**src/rtl/ooo_types_pkg.sv**
```systemverilog
// Shared types for the out-of-order core: ROB tag and checkpoint id widths
// plus the default sizing used by rob_tag_ring.
package ooo_types;

  localparam int DEF_ROB_DEPTH = 16;
  localparam int DEF_ALLOC_W   = 2;
  localparam int DEF_COMMIT_W  = 2;
  localparam int DEF_NUM_CKPT  = 4;

  localparam int ROB_BITS  = $clog2(DEF_ROB_DEPTH);
  localparam int CKPT_BITS = $clog2(DEF_NUM_CKPT);

  typedef logic [ROB_BITS-1:0]  rob_tag_t;
  typedef logic [ROB_BITS:0]    rob_ptr_t;
  typedef logic [CKPT_BITS-1:0] ckpt_id_t;

endpackage

```
**src/rtl/rob_tag_ring_if.sv**
```systemverilog
// Dispatch/commit-facing bundle of the ROB tag manager.
// The master side drives requests; the slave side is the tag ring.
interface rob_tag_ring_if #(
  parameter int ROB_DEPTH = 16,
  parameter int ALLOC_W   = 2,
  parameter int COMMIT_W  = 2,
  parameter int NUM_CKPT  = 4
);
  localparam int TAG_W  = $clog2(ROB_DEPTH);
  localparam int CKPT_W = $clog2(NUM_CKPT);
  localparam int ACNT_W = $clog2(ALLOC_W + 1);
  localparam int CCNT_W = $clog2(COMMIT_W + 1);

  logic [ACNT_W-1:0]             alloc_cnt;
  logic                          alloc_ok;
  logic [ALLOC_W-1:0][TAG_W-1:0] alloc_tag;
  logic [CCNT_W-1:0]             commit_cnt;
  logic                          ckpt_req;
  logic                          ckpt_ok;
  logic [CKPT_W-1:0]             ckpt_id;
  logic                          ckpt_release;
  logic                          restore_en;
  logic [CKPT_W-1:0]             restore_id;
  logic [TAG_W-1:0]              head_tag;
  logic [TAG_W:0]                count;
  logic                          full;
  logic                          empty;
  logic                          ckpt_full;

  modport master (
    output alloc_cnt, commit_cnt, ckpt_req, ckpt_release, restore_en, restore_id,
    input  alloc_ok, alloc_tag, ckpt_ok, ckpt_id, head_tag, count, full, empty, ckpt_full
  );

  modport slave (
    input  alloc_cnt, commit_cnt, ckpt_req, ckpt_release, restore_en, restore_id,
    output alloc_ok, alloc_tag, ckpt_ok, ckpt_id, head_tag, count, full, empty, ckpt_full
  );

endinterface

```
**src/rtl/rob_tag_ring_chk.sv**
```systemverilog
// Protocol checks on the tag ring's inputs: over-commit, release of an empty
// checkpoint FIFO, and restore to a checkpoint that is not live.
module rob_tag_ring_chk #(
  parameter int PTR_W  = 5,
  parameter int CCNT_W = 2
) (
  input logic              clk,
  input logic              rst,
  input logic [CCNT_W-1:0] commit_cnt,
  input logic [PTR_W-1:0]  count,
  input logic              ckpt_release,
  input logic              ckpt_empty,
  input logic              restore_en,
  input logic              restore_live
);

  always_ff @(posedge clk) begin
    if (!rst) begin
      assert (PTR_W'(commit_cnt) <= count)
        else $error("rob_tag_ring: commit_cnt %0d exceeds occupancy %0d", commit_cnt, count);
      assert (!(ckpt_release && ckpt_empty))
        else $error("rob_tag_ring: ckpt_release with no live checkpoint");
      assert (!(restore_en && !restore_live))
        else $error("rob_tag_ring: restore_en names a checkpoint that is not live");
    end
  end

endmodule

```
**src/rtl/rob_tag_ring_ckpt_fifo.sv**
```systemverilog
// Circular FIFO of saved pointers: push at tail, pop at head, and truncate so
// that a given live index becomes the youngest entry.
module ckpt_fifo #(
  parameter int WIDTH = 5,
  parameter int DEPTH = 4
) (
  input  logic                       clk,
  input  logic                       rst,
  input  logic                       push,
  input  logic [WIDTH-1:0]           push_data,
  input  logic                       pop,
  input  logic                       trunc_en,
  input  logic [$clog2(DEPTH)-1:0]   trunc_idx,
  output logic [WIDTH-1:0]           rd_data,
  output logic [$clog2(DEPTH)-1:0]   tail_idx,
  output logic                       full,
  output logic                       empty,
  output logic                       idx_live
);
  localparam int IDX_W = $clog2(DEPTH);
  localparam int PTR_W = IDX_W + 1;

  logic [PTR_W-1:0] head_q, head_d, tail_q, tail_d;
  logic [PTR_W-1:0] used_s, offset_s;
  logic [WIDTH-1:0] slot_q [DEPTH];
  logic [WIDTH-1:0] slot_d [DEPTH];

  assign used_s   = tail_q - head_q;
  // Distance of trunc_idx from the oldest entry; it is live when inside the used span.
  assign offset_s = {1'b0, trunc_idx - head_q[IDX_W-1:0]};
  assign idx_live = offset_s < used_s;
  assign full     = used_s == PTR_W'(DEPTH);
  assign empty    = used_s == '0;
  assign rd_data  = slot_q[trunc_idx];
  assign tail_idx = tail_q[IDX_W-1:0];

  always_comb begin
    head_d = pop ? head_q + PTR_W'(1) : head_q;
    slot_d = slot_q;
    if (trunc_en) begin
      // Rebuild the tail from the head so the wrap bit stays consistent.
      tail_d = head_q + offset_s + PTR_W'(1);
    end else if (push) begin
      slot_d[tail_q[IDX_W-1:0]] = push_data;
      tail_d = tail_q + PTR_W'(1);
    end else begin
      tail_d = tail_q;
    end
  end

  always_ff @(posedge clk) begin
    if (rst) begin
      head_q <= '0;
      tail_q <= '0;
    end else begin
      head_q <= head_d;
      tail_q <= tail_d;
    end
  end

  always_ff @(posedge clk) begin
    slot_q <= slot_d;
  end

endmodule

```
**src/rtl/rob_tag_ring.sv**
```systemverilog
// ROB tag manager: allocates consecutive tags at the tail, retires from the
// head, and rewinds the tail to branch checkpoints on mispredict.
module rob_tag_ring
  import ooo_types::*;
#(
  parameter int ROB_DEPTH = DEF_ROB_DEPTH,
  parameter int ALLOC_W   = DEF_ALLOC_W,
  parameter int COMMIT_W  = DEF_COMMIT_W,
  parameter int NUM_CKPT  = DEF_NUM_CKPT
) (
  input logic            clk,
  input logic            rst,
  rob_tag_ring_if.slave  bus
);
  localparam int TAG_W  = $clog2(ROB_DEPTH);
  localparam int PTR_W  = TAG_W + 1;
  localparam int CKPT_W = $clog2(NUM_CKPT);
  localparam int CCNT_W = $clog2(COMMIT_W + 1);

  logic [PTR_W-1:0]  head_q, head_d, tail_q, tail_d;
  logic [PTR_W-1:0]  count_s, tail_post_s, slot_rd_s;
  logic              alloc_ok_s, ckpt_ok_s;
  logic              ck_full_s, ck_empty_s, restore_live_s;
  logic [CKPT_W-1:0] ck_tail_idx_s;

  assign count_s = tail_q - head_q;

  // Free space uses this cycle's count only; a same-cycle commit does not help.
  always_comb begin
    if (bus.restore_en) begin
      alloc_ok_s = 1'b0;
    end else begin
      alloc_ok_s = (PTR_W'(ROB_DEPTH) - count_s) >= PTR_W'(bus.alloc_cnt);
    end
  end

  assign tail_post_s = alloc_ok_s ? tail_q + PTR_W'(bus.alloc_cnt) : tail_q;
  assign ckpt_ok_s   = bus.ckpt_req && !ck_full_s && !bus.restore_en;

  always_comb begin
    head_d = head_q + PTR_W'(bus.commit_cnt);
    if (bus.restore_en) begin
      tail_d = slot_rd_s;
    end else begin
      tail_d = tail_post_s;
    end
  end

  always_ff @(posedge clk) begin
    if (rst) begin
      head_q <= '0;
      tail_q <= '0;
    end else begin
      head_q <= head_d;
      tail_q <= tail_d;
    end
  end

  // Checkpoints save the post-allocation tail so the branch keeps its own tag.
  ckpt_fifo #(
    .WIDTH (PTR_W),
    .DEPTH (NUM_CKPT)
  ) u_ckpt_fifo (
    .clk       (clk),
    .rst       (rst),
    .push      (ckpt_ok_s),
    .push_data (tail_post_s),
    .pop       (bus.ckpt_release),
    .trunc_en  (bus.restore_en),
    .trunc_idx (bus.restore_id),
    .rd_data   (slot_rd_s),
    .tail_idx  (ck_tail_idx_s),
    .full      (ck_full_s),
    .empty     (ck_empty_s),
    .idx_live  (restore_live_s)
  );

  always_comb begin
    bus.alloc_tag = '0;
    for (int i = 0; i < ALLOC_W; i++) begin
      bus.alloc_tag[i] = tail_q[TAG_W-1:0] + TAG_W'(i);
    end
  end

  assign bus.alloc_ok  = alloc_ok_s;
  assign bus.ckpt_ok   = ckpt_ok_s;
  assign bus.ckpt_id   = ck_tail_idx_s;
  assign bus.head_tag  = head_q[TAG_W-1:0];
  assign bus.count     = count_s;
  assign bus.full      = count_s == PTR_W'(ROB_DEPTH);
  assign bus.empty     = count_s == '0;
  assign bus.ckpt_full = ck_full_s;

  rob_tag_ring_chk #(
    .PTR_W  (PTR_W),
    .CCNT_W (CCNT_W)
  ) u_chk (
    .clk          (clk),
    .rst          (rst),
    .commit_cnt   (bus.commit_cnt),
    .count        (count_s),
    .ckpt_release (bus.ckpt_release),
    .ckpt_empty   (ck_empty_s),
    .restore_en   (bus.restore_en),
    .restore_live (restore_live_s)
  );

endmodule

```
**src/flat_wrapper.sv**
```systemverilog
// flat-port wrapper written by rule: the top's interface ports become plain ports
module rob_tag_ring_flat import ooo_types::*;
#(
  parameter int ROB_DEPTH = DEF_ROB_DEPTH,
  parameter int ALLOC_W   = DEF_ALLOC_W,
  parameter int COMMIT_W  = DEF_COMMIT_W,
  parameter int NUM_CKPT  = DEF_NUM_CKPT
)
  (clk, rst, bus_alloc_cnt, bus_commit_cnt, bus_ckpt_req, bus_ckpt_release, bus_restore_en, bus_restore_id, bus_alloc_ok, bus_alloc_tag, bus_ckpt_ok, bus_ckpt_id, bus_head_tag, bus_count, bus_full, bus_empty, bus_ckpt_full);
  rob_tag_ring_if #(.ROB_DEPTH(ROB_DEPTH), .ALLOC_W(ALLOC_W), .COMMIT_W(COMMIT_W), .NUM_CKPT(NUM_CKPT)) bus_i ();
  input logic clk;
  input logic rst;
  input wire logic [$bits(bus_i.alloc_cnt)-1:0] bus_alloc_cnt;
  input wire logic [$bits(bus_i.commit_cnt)-1:0] bus_commit_cnt;
  input wire logic [$bits(bus_i.ckpt_req)-1:0] bus_ckpt_req;
  input wire logic [$bits(bus_i.ckpt_release)-1:0] bus_ckpt_release;
  input wire logic [$bits(bus_i.restore_en)-1:0] bus_restore_en;
  input wire logic [$bits(bus_i.restore_id)-1:0] bus_restore_id;
  output wire logic [$bits(bus_i.alloc_ok)-1:0] bus_alloc_ok;
  output wire logic [$bits(bus_i.alloc_tag)-1:0] bus_alloc_tag;
  output wire logic [$bits(bus_i.ckpt_ok)-1:0] bus_ckpt_ok;
  output wire logic [$bits(bus_i.ckpt_id)-1:0] bus_ckpt_id;
  output wire logic [$bits(bus_i.head_tag)-1:0] bus_head_tag;
  output wire logic [$bits(bus_i.count)-1:0] bus_count;
  output wire logic [$bits(bus_i.full)-1:0] bus_full;
  output wire logic [$bits(bus_i.empty)-1:0] bus_empty;
  output wire logic [$bits(bus_i.ckpt_full)-1:0] bus_ckpt_full;
  assign bus_i.alloc_cnt = bus_alloc_cnt;
  assign bus_i.commit_cnt = bus_commit_cnt;
  assign bus_i.ckpt_req = bus_ckpt_req;
  assign bus_i.ckpt_release = bus_ckpt_release;
  assign bus_i.restore_en = bus_restore_en;
  assign bus_i.restore_id = bus_restore_id;
  assign bus_alloc_ok = bus_i.alloc_ok;
  assign bus_alloc_tag = bus_i.alloc_tag;
  assign bus_ckpt_ok = bus_i.ckpt_ok;
  assign bus_ckpt_id = bus_i.ckpt_id;
  assign bus_head_tag = bus_i.head_tag;
  assign bus_count = bus_i.count;
  assign bus_full = bus_i.full;
  assign bus_empty = bus_i.empty;
  assign bus_ckpt_full = bus_i.ckpt_full;
  rob_tag_ring #(.ROB_DEPTH(ROB_DEPTH), .ALLOC_W(ALLOC_W), .COMMIT_W(COMMIT_W), .NUM_CKPT(NUM_CKPT)) u_core (.clk(clk), .rst(rst), .bus(bus_i));
endmodule
```
**config.mk**
```make
export PLATFORM = sky130hd
export DESIGN_NAME = rob_tag_ring_flat
export DESIGN_NICKNAME = d
export VERILOG_FILES = /design/src/rtl/ooo_types_pkg.sv /design/src/rtl/rob_tag_ring_if.sv /design/src/rtl/rob_tag_ring_chk.sv /design/src/rtl/rob_tag_ring_ckpt_fifo.sv /design/src/rtl/rob_tag_ring.sv /design/src/flat_wrapper.sv
export SDC_FILE = /design/constraint.sdc
export NUM_CORES = 1
export LEC_CHECK = 0
export CORE_MARGIN = 2
export CORE_UTILIZATION = 30
export CTS_CLUSTER_DIAMETER = 50
export DETAILED_ROUTE_END_ITERATION = 12
export GPL_TIMING_DRIVEN = 0
export PLACE_DENSITY = 0.6
export SETUP_SLACK_MARGIN = 0.1
export SLEW_MARGIN = 20
export SYNTH_ARGS = -nofsm -noshare
export SYNTH_HDL_FRONTEND = slang
export SYNTH_SLANG_ARGS = --single-unit
```
**constraint.sdc**
```tcl
create_clock -name clk -period 7.7 [get_ports clk]
set_input_delay 1.155 -clock clk [delete_from_list [all_inputs] [get_ports clk]]
set_output_delay 1.155 -clock clk [all_outputs]
set_load 0.1 [all_outputs]
```
==> impl_metrics.csv, run 1 <==
group,metric,value,unit
outcome,status,"finished, final reports clean",
drt,wirelength_met1,2490,um
drt,wl,4850,um
finish,mostFrequentLayoutCells,"clkdlybuf4s50_1, ha_1, inv_1",
global_routing,grtUsageTotal,11.5,%
worst_setup_path,cp_slowest_cell,"clkdlybuf4s50_1",
global_routing,grt_max_degree,13,
global_routing,grt_pass1_vias,1655,
power,switchingPower,589,uW
power,p_total,1120,uW
floorplan,core,7810,um^2
cts,post_cts_buffers,0,
floorplan,start_util,31.4,%
drt,highest_layer,"met4",
drt,via_count,1704,
sta,tightest_slew,0.974,ns
power,combPwrFrac,62.5,%
cts,cts_resized,0,
power,intPower,526,uW
logic_synthesis,yosysWarnings,0,
finish,final_nets,305,
placed_design,io_buffers,31,
sta,finalSetupViolations,0,
cts,clock-root-buffer,"clkbuf_8",
worst_setup_path,critical_path.max_stage_delay,1.20,ns
cts,clock_latency,0.29,ns
drt,met3_length,211,um
drt,antenna_left,0,
floorplan,dieWidth,94.4,um
sta,slew_headroom,34.9,%
logic_synthesis,synth.distinct_cells,45,
floorplan,ios,35,
cts,cts_hold_buf,0,
worst_setup_path,cp_cell_sequence,"inv_1 > ha_1 > inv_1 > fa_1 > inv_1 > ha_1 > nand2_1 > nor2_1 > ha_1 > inv_1 > a211o_1 > buf_2 > a211oi_4 > nor3_2 > clkdlybuf4s50_1",
cts,path_clk_slew,0.08,ns
drt,drtIter0Drc,67,
power,power.density,372,nW/um^2
global_routing,grt_overflow,0,
worst_setup_path,worst-path-max-fanout,10,
logic_synthesis,syn-cell-area,2450,um^2
drt,drc,0,
logic_synthesis,synth_cells,229,
floorplan,rows,32,
sta,fin_crit_sh,72.2,%
power,clkPwrFrac,14.9,%
worst_setup_path,cp_common_cell,"inv_1",
sta,finalClockSkew,0.00683,ns
min_path,hold_path.class,"flop to flop",
logic_synthesis,synth_nets,267,
cts,clock_path_buffers,2,
logic_synthesis,synth-seq-area-share,37.6,%
sta,hold_violations,0,
placed_design,place.gp.congestion,0.794,
finish,layout-drive-gt1-share,13.4,%
logic_synthesis,synth-edff-count,20,
sta,timing.fmax,0.180,GHz
floorplan,die_area,8900,um^2
cts,htreeDepth,2,
sta,period_needed,5.56,ns
worst_setup_path,crit_type,"flop to primary output",
logic_synthesis,synth_seq_cells,36,
drt,drt_pass1_iterations,4,
sta,final_max_slew_viol_count,0,
drt,wire_per_inst,13.1,um
power,peakVddDrop,143,uV
sta,fin_setup_tns,0,ns
floorplan,dieHeight,94.4,um
global_routing,grt_pass1_wl,7990,um
power,sw_frac_of_total,52.8,%
worst_setup_path,startpoint_type,"flop",
power,cellLeakagePower,0.00117,uW
finish,diodes,0,
finish,area_growth,22.4,%
worst_setup_path,cp.required,6.55,ns
cts,cts_num_sinks,36,
drt,vias_per_cell,4.61,
worst_setup_path,arrival,4.40,ns
finish,mostFrequentLayoutCell,"clkdlybuf4s50_1",
logic_synthesis,synth_ff_type,"edfxtp_1",
worst_setup_path,setup.worst_path.end_class,"primary output",
cts,numCtsBuffers,5,
sta,rsz0062_at_grt,"false",
power,pwr-share-seq,22.6,%
logic_synthesis,synth-async-reset-ratio,0,%
global_routing,antenna_found_initial,0,
placed_design,dpl.hpwl,3760,um
cts,tritoncts,"yes",
run,max_cap_viol_count,0,
logic_synthesis,syn_avg_cell_area,10.7,um^2
drt,wl_met2,2090,um
flip-flops by register name (all words and copies together), names as in the netlist:
name                       flops
u_core.u_ckpt_fifo.slot_q     20
u_core.head_q                  5
u_core.tail_q                  5
u_core.u_ckpt_fifo.head_q      3
u_core.u_ckpt_fifo.tail_q      3
cells by family after synthesis:
family | after synthesis | share of synthesized area, %
and+or+nand+nor | 60 | 14.1
buffers and inverters | 41 | 7.86
DFF | 36 | 37.6
AOI/OAI and AO/OA | 35 | 11.2
adders and majority gates | 27 | 15.0
xor gates and xnor gates | 21 | 7.81
muxes | 9 | 6.44
stage by stage:
stage	hold slack (ns)	util [%]	area (um^2)	cells	worst slack (ns)
3_5_place_dp	0.528	37.0	2890	362	2.45
4_1_cts	0.549	38.4	3000	370	2.12
3_3_place_gp	0.524	37.0	2890	362	2.46
5_1_grt	0.601	38.4	3000	370	1.91
6_report	0.538	38.4	3000	370	2.14
2_1_floorplan	0.502	-	2450	229	1.26
path summary, 6_finish.rpt:
path,start,to,slack (ns),cells past startpoint
max,u_core.tail_q[0],bus_alloc_ok,2.14,15
min,u_core.head_q[4],u_core.head_q[4],0.54,2
max reg2reg,u_core.tail_q[0],u_core.u_ckpt_fifo.slot_q[19],4.06,15
min reg2reg,u_core.head_q[4],u_core.head_q[4],0.54,2
metal layers:
metal | track usage, % | vias up
met5 | 0 | -
met3 | 2.23 | 7
li1 | - | 866
met1 | 16.2 | 797
met2 | 18.0 | 34
met4 | 3.62 | 0
layout make-up:
cell class,instances,area (um^2)
Inverter,22,82.6
Clock inverter,3,42.5
Buffer,19,110
Tap cell,102,128
Timing Repair Buffer,31,310
Clock buffer,5,68.8
Multi-Input combinational cell,152,1340
Fill cell,780,4810
Sequential cell,36,921
power by group through the flow:
| stage | clock (uW) | sequential (uW) | combinational, uW |
|---|---|---|---|
| floorplan | 0 | 250 | 571 |
| global placement | 0 | 257 | 693 |
| detailed placement | 0 | 257 | 698 |
| CTS | 169 | 253 | 700 |
| global route | 176 | 256 | 743 |
| finish | 166 | 253 | 697 |
synth_stat cells (2+ instances only):
master	number	share of area, %
and3_1	2	0.51
nand2_1	8	1.2
edfxtp_1	20	25
o21ai_0	4	0.82
a211o_1	2	0.72
a211oi_1	2	0.61
nor4_1	4	1.0
nor4b_1	3	1.1
ha_1	23	12
nor3_2	2	0.82
a21o_1	4	1.2
inv_1	22	3.4
o21a_1	3	0.92
mux2i_1	3	1.2
mux4_2	5	4.6
nand3_1	2	0.41
and2_1	4	1.0
nor3_1	5	1.0
fa_1	4	3.3
xnor2_1	10	3.6
o211ai_1	2	0.61
nand2b_1	2	0.51
clkbuf_1	8	1.2
nor2_1	17	2.6
nor2b_1	5	1.3
buf_4	10	3.1
dfxtp_1	16	13
a21oi_1	11	2.2
xor2_1	10	3.6
critical path, delay by kind of cell, from the launching register on:
family / cells / cell delay [ns]
DFF: 1 / 0.52
AOI/OAI and AO/OA: 2 / 0.19
and+or+nand+nor: 3 / 0.52
buffers and inverters: 6 / 1.78
adders and majority gates: 4 / 1.10
Power figures use the tool's default switching activity.
==> run 2, diff against run 1 <==
clock period = 5.8 ns   (was 7.7 ns; I/O delays follow)
==> run 2 against run 1 <==
  * Critical path depth down 1
  * Sequential share of layout area shrank 0.089 points
  * Flip-flop and latch count unchanged
  * Via count up 1.5%
  * Clock skew rose by 0.0019 ns
  * Register-to-register slack got worse by 1.8 ns
  * Routed wire length increased by 0.47%
  * Global-route usage rose by 0.28 points
  * Hold slack better by 0.012 ns
==> impl_metrics.csv, run 2 (same netlist as run 1, synthesis figures left out) <==
group,metric,value,unit
placed_design,dpl.hpwl,3810,um
finish,final_nets,305,
finish,utilization,38.5,%
worst_setup_path,cp.required,4.93,ns
worst_setup_path,cp_cell_sequence,"inv_1 > ha_1 > inv_1 > fa_1 > a21o_1 > a21oi_1 > xor2_1 > ha_1 > inv_1 > a211o_1 > buf_2 > a211oi_4 > nor3_4 > clkdlybuf4s50_1",
sta,final_max_slew_viol_count,0,
worst_setup_path,startpoint_type,"flop",
global_routing,grt_pass1_vias,1674,
finish,regMostFlops,"u_core.u_ckpt_fifo.slot_q",
worst_setup_path,setup.worst_path.end_class,"primary output",
worst_setup_path,cp_common_cell,"inv_1",
global_routing,grt_pass1_wl,8220,um
sta,slew_headroom,35.2,%
cts,numCtsBuffers,5,
drt,wire_per_inst,13.2,um
finish,mostFrequentLayoutCells,"clkdlybuf4s50_1, ha_1, inv_1",
floorplan,core,7810,um^2
sta,fin_crit_sh,89.3,%
cts,clock_latency,0.29,ns
worst_setup_path,reg2reg_from,"u_core.tail_q[0]",
floorplan,dieHeight,94.4,um
sta,finalSetupViolations,0,
cts,post_cts_buffers,0,
worst_setup_path,crit_end,"bus_alloc_ok",
floorplan,dieWidth,94.4,um
cts,path_clk_slew,0.08,ns
finish,ff_latch_area,921,um^2
min_path,hold_path.class,"flop to flop",
finish,largestRegisters,"u_core.u_ckpt_fifo.slot_q x20, u_core.head_q x5, u_core.tail_q x5",
finish,mostFrequentLayoutCell,"clkdlybuf4s50_1",
cts,tritoncts,"yes",
power,peakVddDrop,210,uV
sta,hold_violations,0,
drt,drtIter0Drc,73,
drt,drt_pass1_iterations,4,
floorplan,rows,32,
sta,rsz0062_at_grt,"false",
cts,cts_num_sinks,36,
cts,htreeDepth,2,
power,sw_frac_of_total,52.7,%
power,intPower,701,uW
global_routing,antenna_found_initial,0,
sta,finalClockSkew,0.00875,ns
global_routing,grtUsageTotal,11.8,%
drt,drc,0,
finish,layout-drive-gt1-share,13.8,%
global_routing,grt_overflow,0,
floorplan,ios,35,
sta,fin_setup_tns,0,ns
finish,nFillCells,803,
power,switchingPower,782,uW
sta,holdWs,0.550,ns
worst_setup_path,worst-path-max-fanout,10,
cts,clock_path_buffers,2,
drt,vias_per_cell,4.67,
power,cellLeakagePower,0.00117,uW
floorplan,start_util,31.4,%
worst_setup_path,r2r-end,"u_core.u_ckpt_fifo.slot_q[19]",
worst_setup_path,critPathBufInv,5,
placed_design,io_buffers,31,
sta,period_needed,5.18,ns
finish,area_growth,22.8,%
power,power.density,493,nW/um^2
finish,largest_register_ff_count,20,
cts,cts_hold_buf,0,
worst_setup_path,cp.depth,14,
drt,antenna_left,0,
global_routing,grt_max_degree,13,
outcome,status,"finished, final reports clean",
sta,tightest_slew,0.969,ns
drt,via_count,1729,
placed_design,place.gp.congestion,0.803,
sta,timing.fmax,0.193,GHz
run,max_cap_viol_count,0,
worst_setup_path,crit_type,"flop to primary output",
drt,wl,4880,um
floorplan,die_area,8900,um^2
power,clkPwrFrac,14.8,%
finish,multi_input_area,1350,um^2
worst_setup_path,critical_path.max_stage_delay,1.18,ns
finish,diodes,0,
worst_setup_path,crit_family,"buffers and inverters",
power,pwr-share-seq,22.5,%
worst_setup_path,arrival,4.31,ns
cts,cts_resized,0,
power,combPwrFrac,62.6,%
worst_setup_path,cp_slowest_cell,"clkdlybuf4s50_1",
worst_setup_path,startpoint,"u_core.tail_q[0]",
worst_setup_path,regToRegSetupSlack,2.22,ns
worst_setup_path,worst_r2r_path_depth,14,
cts,clock-root-buffer,"clkbuf_8",
run 2: worst min path at each step:
stage	depth (start not counted)	endpoint	startpoint
6_report	2	u_core.head_q[4]	u_core.head_q[4]
5_1_grt	2	u_core.head_q[4]	u_core.head_q[4]
4_1_cts	2	u_core.head_q[4]	u_core.head_q[4]
3_5_place_dp	2	u_core.head_q[4]	u_core.head_q[4]
3_3_place_gp	2	u_core.head_q[4]	u_core.head_q[4]
2_1_floorplan	2	u_core.head_q[2]	u_core.head_q[2]
run 2: power by group through the flow:
stage	registers (uW)	logic, uW	clock network, uW
3_3_place_gp	341	923	0
4_1_cts	336	935	227
2_1_floorplan	331	762	0
5_1_grt	339	994	234
3_5_place_dp	341	932	0
6_report	334	929	220
run 2: final cells by class:
class,instances,share of cell area (%)
clock buffers,5,2.29
clock inverters,3,1.41
well taps,102,4.24
multi-input cells,152,44.7
plain buffers,19,3.66
repair buffers,31,10.3
inverters,22,2.75
flip-flops and latches,36,30.6
run 2: through the flow:
stage	total power (uW)	area, um^2	instances	worst slack, ns
after floorplan	1090	2460	229	0.373
after global placement	1260	2900	362	0.919
after detailed placement	1270	2900	362	0.895
after CTS	1500	3010	370	0.562
after global routing	1570	3010	370	0.300
final	1480	3010	370	0.619
run 2: per-layer routing:
layer	vias to the layer above	wire [um]	share of wire [%]	GRT usage [%]
met5	-	0	0	0
met4	0	48	0.98	2.90
met3	5	153	3.1	2.15
met2	30	2280	47	19.2
met1	823	2390	49	16.4
li1	871	-	-	-
run 2: worst register-to-register path: stages (launching register included):
cell and delay [ns]:
dfxtp_1 0.41, inv_1 0.11, ha_1 0.17, inv_1 0.05, fa_1 0.42, a21o_1 0.19, a21oi_1 0.18, xor2_1 0.27
ha_1 0.18, inv_1 0.03, a211o_1 0.21, buf_2 0.20, a2111oi_4 0.47, nor4_1 0.13, xor2_1 0.33
